## config.mk

```make
export PLATFORM = sky130hd
export DESIGN_NAME = ram_bist
export DESIGN_NICKNAME = d
export VERILOG_FILES = /design/src/rtl/ram_bist_pkg.sv /design/src/rtl/bist_pattern_gen.sv /design/src/rtl/ram_bist.sv
export SDC_FILE = /design/constraint.sdc
export NUM_CORES = 1
export LEC_CHECK = 0
export ABC_AREA = 1
export BUFFER_PORTS_ARGS = -buffer_cell sky130_fd_sc_hd__buf_2
export CELL_PAD_IN_SITES_DETAIL_PLACEMENT = 1
export CELL_PAD_IN_SITES_GLOBAL_PLACEMENT = 2
export CORE_UTILIZATION = 25
export DETAILED_ROUTE_END_ITERATION = 8
export PLACE_DENSITY_LB_ADDON = 0.1
export SETUP_SLACK_MARGIN = 0.4
export SLEW_MARGIN = 20
export SYNTH_ARGS = -nofsm -noshare
export SYNTH_HDL_FRONTEND = slang
export SYNTH_SLANG_ARGS = --single-unit
```

## constraint.sdc

```tcl
create_clock -name clk -period 4.58 [get_ports clk]
set_input_delay 1.145 -clock clk [delete_from_list [all_inputs] [get_ports clk]]
set_output_delay 1.145 -clock clk [all_outputs]
set_load 0.02 [all_outputs]
```

## src/rtl/ram_bist_pkg.sv

```systemverilog
// Shared defaults and FSM encoding for the RAM march-style BIST block.
package ram_bist_pkg;

    localparam int         DEF_ADDR_W = 2;
    localparam int         DEF_DATA_W = 4;
    localparam logic [3:0] DEF_BASE   = 4'hA;

    typedef enum logic [2:0] {
        IDLE = 3'd0,
        WR0  = 3'd1,
        RD0  = 3'd2,
        WR1  = 3'd3,
        RD1  = 3'd4,
        FIN  = 3'd5
    } state_t;

endpackage

```

## src/rtl/bist_pattern_gen.sv

```systemverilog
// Test-pattern generator: phase 0 yields BASE ^ addr, phase 1 its complement.
module bist_pattern_gen
    import ram_bist_pkg::*;
#(
    parameter int                ADDR_W = DEF_ADDR_W,
    parameter int                DATA_W = DEF_DATA_W,
    parameter logic [DATA_W-1:0] BASE   = DATA_W'(DEF_BASE)
) (
    input  logic [ADDR_W-1:0] addr,
    input  logic              phase,
    output logic [DATA_W-1:0] pattern
);

    logic [DATA_W-1:0] p0;

    // Address is zero-extended or truncated to the data width before mixing.
    assign p0      = BASE ^ DATA_W'(addr);
    assign pattern = phase ? ~p0 : p0;

endmodule

```

## src/rtl/ram_bist.sv

```systemverilog
// Two-pass RAM BIST (write/read true pattern, then complement) with mismatch logging.
// Define BIST_ERR_COUNT_EN to build the saturating err_count counter; otherwise it reads 0.
module ram_bist
    import ram_bist_pkg::*;
#(
    parameter int                ADDR_W = DEF_ADDR_W,
    parameter int                DATA_W = DEF_DATA_W,
    parameter logic [DATA_W-1:0] BASE   = DATA_W'(DEF_BASE)
) (
    input  logic              clk,
    input  logic              reset,
    input  logic              start,
    output logic              SEL,
    output logic [ADDR_W-1:0] Addr,
    output logic [DATA_W-1:0] Din,
    input  logic [DATA_W-1:0] Dout,
    output logic              busy,
    output logic              done,
    output logic              pass,
    output logic [ADDR_W-1:0] fail_addr,
    output logic [7:0]        err_count,
    output logic [2:0]        state_dbg
);

    localparam int              N        = 1 << ADDR_W;
    localparam logic [ADDR_W:0] CNT_LAST = (ADDR_W + 1)'(N - 1);
    localparam logic [ADDR_W:0] CNT_N    = (ADDR_W + 1)'(N);

    state_t            state, state_next;
    logic [ADDR_W:0]   cnt, cnt_next;
    logic              run_start, cmp_en, mismatch;
    logic [ADDR_W-1:0] cmp_addr;
    logic [DATA_W-1:0] wr_pattern, cmp_pattern;

    // Read data lags the address by one cycle, so read step i checks address i-1.
    assign cmp_addr  = ADDR_W'(cnt - 1'b1);
    assign mismatch  = cmp_en && (Dout != cmp_pattern);
    assign state_dbg = state;

    bist_pattern_gen #(.ADDR_W(ADDR_W), .DATA_W(DATA_W), .BASE(BASE)) u_wr_gen (
        .addr    (cnt[ADDR_W-1:0]),
        .phase   (state == WR1),
        .pattern (wr_pattern)
    );

    bist_pattern_gen #(.ADDR_W(ADDR_W), .DATA_W(DATA_W), .BASE(BASE)) u_cmp_gen (
        .addr    (cmp_addr),
        .phase   (state == RD1),
        .pattern (cmp_pattern)
    );

    always_ff @(posedge clk) begin
        if (reset) begin
            state <= IDLE;
            cnt   <= '0;
        end else begin
            state <= state_next;
            cnt   <= cnt_next;
        end
    end

    // start is a single-cycle request with no ready: it is accepted only in
    // IDLE or FIN and silently dropped in every other state.
    always_comb begin
        state_next = state;
        cnt_next   = cnt;
        SEL        = 1'b0;
        Addr       = '0;
        Din        = '0;
        busy       = 1'b0;
        done       = 1'b0;
        cmp_en     = 1'b0;
        run_start  = 1'b0;
        case (state)
            IDLE, FIN: begin
                done = (state == FIN);
                if (start) begin
                    state_next = WR0;
                    cnt_next   = '0;
                    run_start  = 1'b1;
                end
            end
            WR0, WR1: begin
                busy = 1'b1;
                SEL  = 1'b1;
                Addr = cnt[ADDR_W-1:0];
                Din  = wr_pattern;
                if (cnt == CNT_LAST) begin
                    state_next = (state == WR0) ? RD0 : RD1;
                    cnt_next   = '0;
                end else begin
                    cnt_next = cnt + 1'b1;
                end
            end
            RD0, RD1: begin
                busy   = 1'b1;
                cmp_en = (cnt != '0);
                if (cnt != CNT_N) begin
                    Addr = cnt[ADDR_W-1:0];
                end
                if (cnt == CNT_N) begin
                    state_next = (state == RD0) ? WR1 : FIN;
                    cnt_next   = '0;
                end else begin
                    cnt_next = cnt + 1'b1;
                end
            end
            default: begin
                state_next = IDLE;
                cnt_next   = '0;
            end
        endcase
    end

    // pass still high means no mismatch yet, so it marks the first failure.
    always_ff @(posedge clk) begin
        if (reset) begin
            pass      <= 1'b0;
            fail_addr <= '0;
        end else if (run_start) begin
            pass      <= 1'b1;
            fail_addr <= '0;
        end else if (mismatch) begin
            pass <= 1'b0;
            if (pass) begin
                fail_addr <= cmp_addr;
            end
        end
    end

`ifdef BIST_ERR_COUNT_EN
    logic [7:0] err_q;

    always_ff @(posedge clk) begin
        if (reset || run_start) begin
            err_q <= 8'd0;
        end else if (mismatch && (err_q != 8'hFF)) begin
            err_q <= err_q + 8'd1;
        end
    end

    assign err_count = err_q;
`else
    assign err_count = 8'd0;
`endif

endmodule

```

; Yosys cells after proc, flatten, opt, wreduce, memory -nomap -nowiden
; Cells that the tools add are included.
[totals]
regBits = 9
latchBits = 0
ramBits = 0
romBits = 0
inputBits = 7
output_inout_bits = 23
memories = 0
[op_classes]
add_sub_neg = 2
mul = 0
div_mod_pow = 0
magnitude_cmp = 0
n_eq_ne = 12
shifts = 0
muxes = 23
bitwise_logic = 4
reduce_logical = 11
[ops]
columns = operator, n
row1 = $mux W3, 8
row2 = $pmux W3 S3, 2
row3 = $mux W4, 3
row4 = $eq A3 B2 Y1 const B, 3
row5 = $eq A3 B3 Y1 const B, 3
row6 = $mux W1, 8
row7 = $not A4 Y4, 2
row8 = $reduce_or A2 Y1, 4
row9 = $ne A2 B2 Y1 const B, 3
row10 = $ne A4 B4 Y1, 1
row11 = $not A1 Y2, 2
row12 = $pmux W2 S2, 1
row13 = $reduce_or A4 Y1, 1
row14 = $add A3 B1 Y3 const B, 1
row15 = $eq A3 B1 Y1 const B, 1
row16 = $logic_not A3 Y1, 1
row17 = $ne A3 B3 Y1 const B, 1
row18 = $reduce_and A3 Y1, 1
row19 = $reduce_bool A3 Y1, 1
row20 = $mux W2, 1
row21 = $reduce_and A2 Y1, 1
row22 = $reduce_bool A2 Y1, 1
row23 = $sub A2 B1 Y2 const B, 1
row24 = $logic_and A1 B1 Y1, 1

; Depth between registers and ports, before layout
[logic_depth]
word_depth = 8
mapped_depth = 12
depth_no_buf = 12

; Cells and area by module
; Synthesis repeated with hierarchy kept, for this count alone.
[hier_totals]
cells_unflattened = 153
area_unflattened_um2 = 869.6
[by_module_without_submodules]
columns = module, instances, cells_each, area_per_inst_um2
row1 = ram_bist, 1, 133, 787.0
row2 = bist_pattern_gen, 2, 10, 41.3

; Worst setup path before layout
; No wires, ideal clock.
[synth_path]
kind = reg-to-output
startpoint = register state[0] (netlist: state_dbg[0])
endpoint = output Din[0]
t_arrival_ns = 1.606
t_required_ns = 3.435
setup_slack_ns = 1.829
stages_incl_launch_ff = 5
n_path_buf = 0
cell_sequence = dfxtp_1 -> nand2_2 -> nor2_1 -> inv_1 -> o21ai_0
[synth_via]
elab_chain_cells = 3
[synth_lines]
columns = element, line
row1 = "start, declared", ram_bist.sv:29  ; state_t state, state_next;
row2 = "start signal, assigned", ram_bist.sv:57  ; state <= state_next;
row3 = $eq A3 B2 Y1 / $eq A3 B1 Y1 (equally long branches), "ram_bist.sv:42, ram_bist.sv:74"
row4 = $mux W4 / $reduce_or A2 Y1 (equally long branches), "bist_pattern_gen.sv:18, ram_bist.sv:74"
row5 = $mux W4 *, ram_bist.sv:74  ; case (state)
row6 = "end, declared", ram_bist.sv:15  ; output logic [DATA_W-1:0] Din,
; Every way passes the cells marked *; elsewhere a longest branch is shown, timed or not.

; Final worst setup path
[layout_path]
startpoint = register cnt[0]
endpoint = output Addr[0]
[layout_via]
elab_chain_cells = 3
[layout_lines]
columns = element, line
row1 = "start, declared", ram_bist.sv:30  ; logic [ADDR_W:0] cnt, cnt_next;
row2 = "start signal, assigned", ram_bist.sv:58  ; cnt <= cnt_next;
row3 = $ne A3 B3 Y1, ram_bist.sv:98  ; if (cnt != CNT_N) begin
row4 = $mux W2, ram_bist.sv:98
row5 = $pmux W2 S2 *, ram_bist.sv:74
row6 = "end, declared", ram_bist.sv:14  ; output logic [ADDR_W-1:0] Addr,
; Marks and branches as above.

==> results_dict.tcl <==
set metrics [dict create \
    grt_start_max_net_pins 7 \
    numPlacedInstances 168 \
    leakage_nw 0.483 \
    r2r_start "cnt[0]" \
    p_per_area_nw_per_um2 610 \
    hold-path-cell-count 2 \
    timing.final.hold_violations 0 \
    worstPathArrival_ns 1.52 \
    synth.cell_area_sq_um 753 \
    chipWidth_microns 56.9 \
    outcome "complete, but fails checks" \
    vdd.ir_drop.worst_v 0.000141 \
    cap_viol_max_count 0 \
    ys_top_cells_by_area "sky130_fd_sc_hd__dfxtp_1 (24%), sky130_fd_sc_hd__nand2_1 (11%), sky130_fd_sc_hd__nor2_1 (10%)" \
    mean_post_synth_cell_area_sq_um 6.44 \
    non_filler_cells_final 172 \
    gp_congestion 0.729 \
    final_cell_mix "sky130_fd_sc_hd__nand2_1 (22), sky130_fd_sc_hd__nor2_1 (21), sky130_fd_sc_hd__buf_2 (21)" \
    std_cell_rows 19 \
    min_delay_worst_endpoint "cnt[1]" \
    total_routing_usage_gr_pct 12.9 \
    yosysTopAreaCell "sky130_fd_sc_hd__dfxtp_1" \
    diodes 0 \
    final.setup_skew_ns 0.0104 \
    final_min_period_over_clock_period_pct 58.3 \
    ff2ff_setup_slack_ns 2.91 \
    post-cts-setup-buffer-count 0 \
    first_global_vias 691 \
    final_layout_size_suffix_gt1_share_pct 31.2 \
    global_route_congestion_overflow_total 0 \
    worst_ep_required_time_ns 3.43 \
    firstDrtPassIters 6 \
    vias_per_cell 4.32 \
    cts_root_buf "sky130_fd_sc_hd__clkbuf_4" \
    crit_path_max_fanout 6 \
    routed-via-count 743 \
    cts.repair.resized 0 \
    grt_setup_unrepaired "false" \
    synth_top_area_share_pct 23.9 \
    die_y_microns 56.9 \
    achievable-frequency_ghz 0.375 \
    tritoncts_buffers 3 \
    nNetsFinal 153 \
    detail_route.iter0.violations 13 \
    holdCritStartpoint "cnt[1]" \
    placement.io_buffers 21 \
    final_common_cell "sky130_fd_sc_hd__nand2_1" \
    io_pins 30 \
    clock_tree.htree_level_count 1 \
    n_fill_cell 378 \
    post-route-cell-area_sq_um 890 \
    clock_sink_count 9 \
    floorplan.initialDensity_pct 26.9 \
    dp_hpwl_microns 1640 \
    drcViolationCount 6 \
    r2r.worst_path.cells 11 \
    timing_worst_setup_path_type "reg -> out" \
    totalNegativeSetupSlack_ns 0 \
    grt_antenna_before_repair 0 \
    worstSetupStartpointType "flip-flop" \
    layout_min_cycle_time_ns 2.67 \
    antenna_left 0 \
    critical_path.reg2reg.endpoint "fail_addr[0]" \
    clkSlewWorstSetupHoldPaths_ns 0.08 \
    yosys_warn_count 0 \
    post_synth_num_cell_types 21 \
    tritoncts "built" \
    clock_insertion_delay_worst_skew_ns 0.27 \
    finalMaxSlewViolations 0 \
    flow.area_growth_from_synthesis_pct 18.1 \
    failed_checks "design-rule violations" \
    final-setup-viol-count 0 \
    nature_of_the_critical_path_endpoint "primary output" \
    ys_seq_elements 9 \
    timing.hold.worst.class "reg -> reg" \
    synth.yosys.seq_area_share_pct 23.9 \
    first_pass_grt_wire_length_microns 3150 \
    route.detailed.wl_per_inst_microns 11.0 \
    placed_cell_area_sq_um 863 \
    cts-root-to-sink-buffers 2 \
    drt-total-wl_microns 1880 \
    die_area_sq_um 3240 \
    core_region_area_sq_um 2810 \
    cts.hold.buffers_added 0 \
    post_synth_inst_count 117 \
]
-- through the flow --
| stage | setup WS (ns) | utilization, % | power, mW | hold WS, ns |
|---|---|---|---|---|
| floorplan | 1.83 | - | 0.396 | 0.450 |
| global placement | 2.27 | 30.8 | 0.481 | 0.477 |
| detailed placement | 2.20 | 30.8 | 0.485 | 0.491 |
| CTS | 1.90 | 31.7 | 0.551 | 0.502 |
| global route | 1.76 | 31.7 | 0.595 | 0.526 |
| finish | 1.91 | 31.7 | 0.543 | 0.496 |
-- registers in the layout, indices dropped and copies added, names as in the netlist --
name       cells
cnt            3
state_dbg      3
pass           1
fail_addr      2
-- cell usage after synthesis --
cell type	number
sky130_fd_sc_hd__o21ai_0	7
sky130_fd_sc_hd__a22oi_2	1
sky130_fd_sc_hd__inv_1	16
sky130_fd_sc_hd__nand3_2	2
sky130_fd_sc_hd__o21ai_1	1
sky130_fd_sc_hd__nor2_1	21
sky130_fd_sc_hd__dfxtp_1	9
sky130_fd_sc_hd__nand3_1	4
sky130_fd_sc_hd__or2_4	1
sky130_fd_sc_hd__a21oi_2	1
sky130_fd_sc_hd__a21oi_1	4
sky130_fd_sc_hd__nor2_4	1
sky130_fd_sc_hd__buf_4	8
sky130_fd_sc_hd__ha_1	4
sky130_fd_sc_hd__nor2_2	2
sky130_fd_sc_hd__nand2_2	6
sky130_fd_sc_hd__inv_2	4
sky130_fd_sc_hd__nand2_1	22
sky130_fd_sc_hd__nor2_8	1
sky130_fd_sc_hd__nand2_4	1
sky130_fd_sc_hd__conb_1	1
-- kinds of logic (layout without fill, tap and decap cells) --
| group | after synthesis | count (layout) | share of synthesized area [%] |
|---|---|---|---|
| other | 1 | 8 | 0.498 |
| buffers and inverters | 28 | 45 | 17.9 |
| flip-flops | 9 | 9 | 23.9 |
| AND/OR/NAND/NOR | 61 | 61 | 40.2 |
| adder cells (fa/ha/maj) | 4 | 4 | 6.64 |
| AO/OA/AOI/OAI | 14 | 14 | 10.8 |
-- cell type report --
cell class	instances	area (sq um)	area share, %
clock buffer	4	26.3	2.95
inverter	20	75.1	8.44
multi-input combinational	87	464	52.2
sequential	9	180	20.3
tap	31	38.8	4.36
timing repair buffer	21	105	11.8
-- metal layers --
metal	share of wire, %	track usage [%]	up-vias
met5	0	0	-
met4	1.1	6.27	0
met3	4.1	2.07	2
met2	47	20.2	20
met1	48	17.0	334
li1	-	-	387
-- worst max-delay path by stage --
stage / end / cells after the start / from / slack (ns)
2_1_floorplan: Din[0] / 4 / state_dbg[0] / 1.83
3_3_place_gp: Addr[1] / 6 / cnt[0] / 2.27
3_5_place_dp: Addr[1] / 6 / cnt[0] / 2.20
4_1_cts: Addr[1] / 6 / cnt[0] / 1.90
5_1_grt: Addr[1] / 6 / cnt[0] / 1.76
6_report: Addr[0] / 6 / cnt[0] / 1.91
-- power breakdown --
| part | switching, mW | internal, mW | total, mW |
|---|---|---|---|
| clock network | 0.0317 | 0.0336 | 0.0654 |
| logic | 0.235 | 0.116 | 0.352 |
| registers | 0.0273 | 0.0986 | 0.126 |
| total | 0.294 | 0.248 | 0.543 |
-- critical path: stages (launching register included) --
cell and delay [ns]:
sky130_fd_sc_hd__dfxtp_1 0.42, sky130_fd_sc_hd__inv_1 0.13, sky130_fd_sc_hd__ha_1 0.25, sky130_fd_sc_hd__nand2_1 0.11, sky130_fd_sc_hd__a21oi_1 0.09, sky130_fd_sc_hd__nor2_1 0.09
sky130_fd_sc_hd__buf_2 0.17
(Power assumes the default switching activity.)
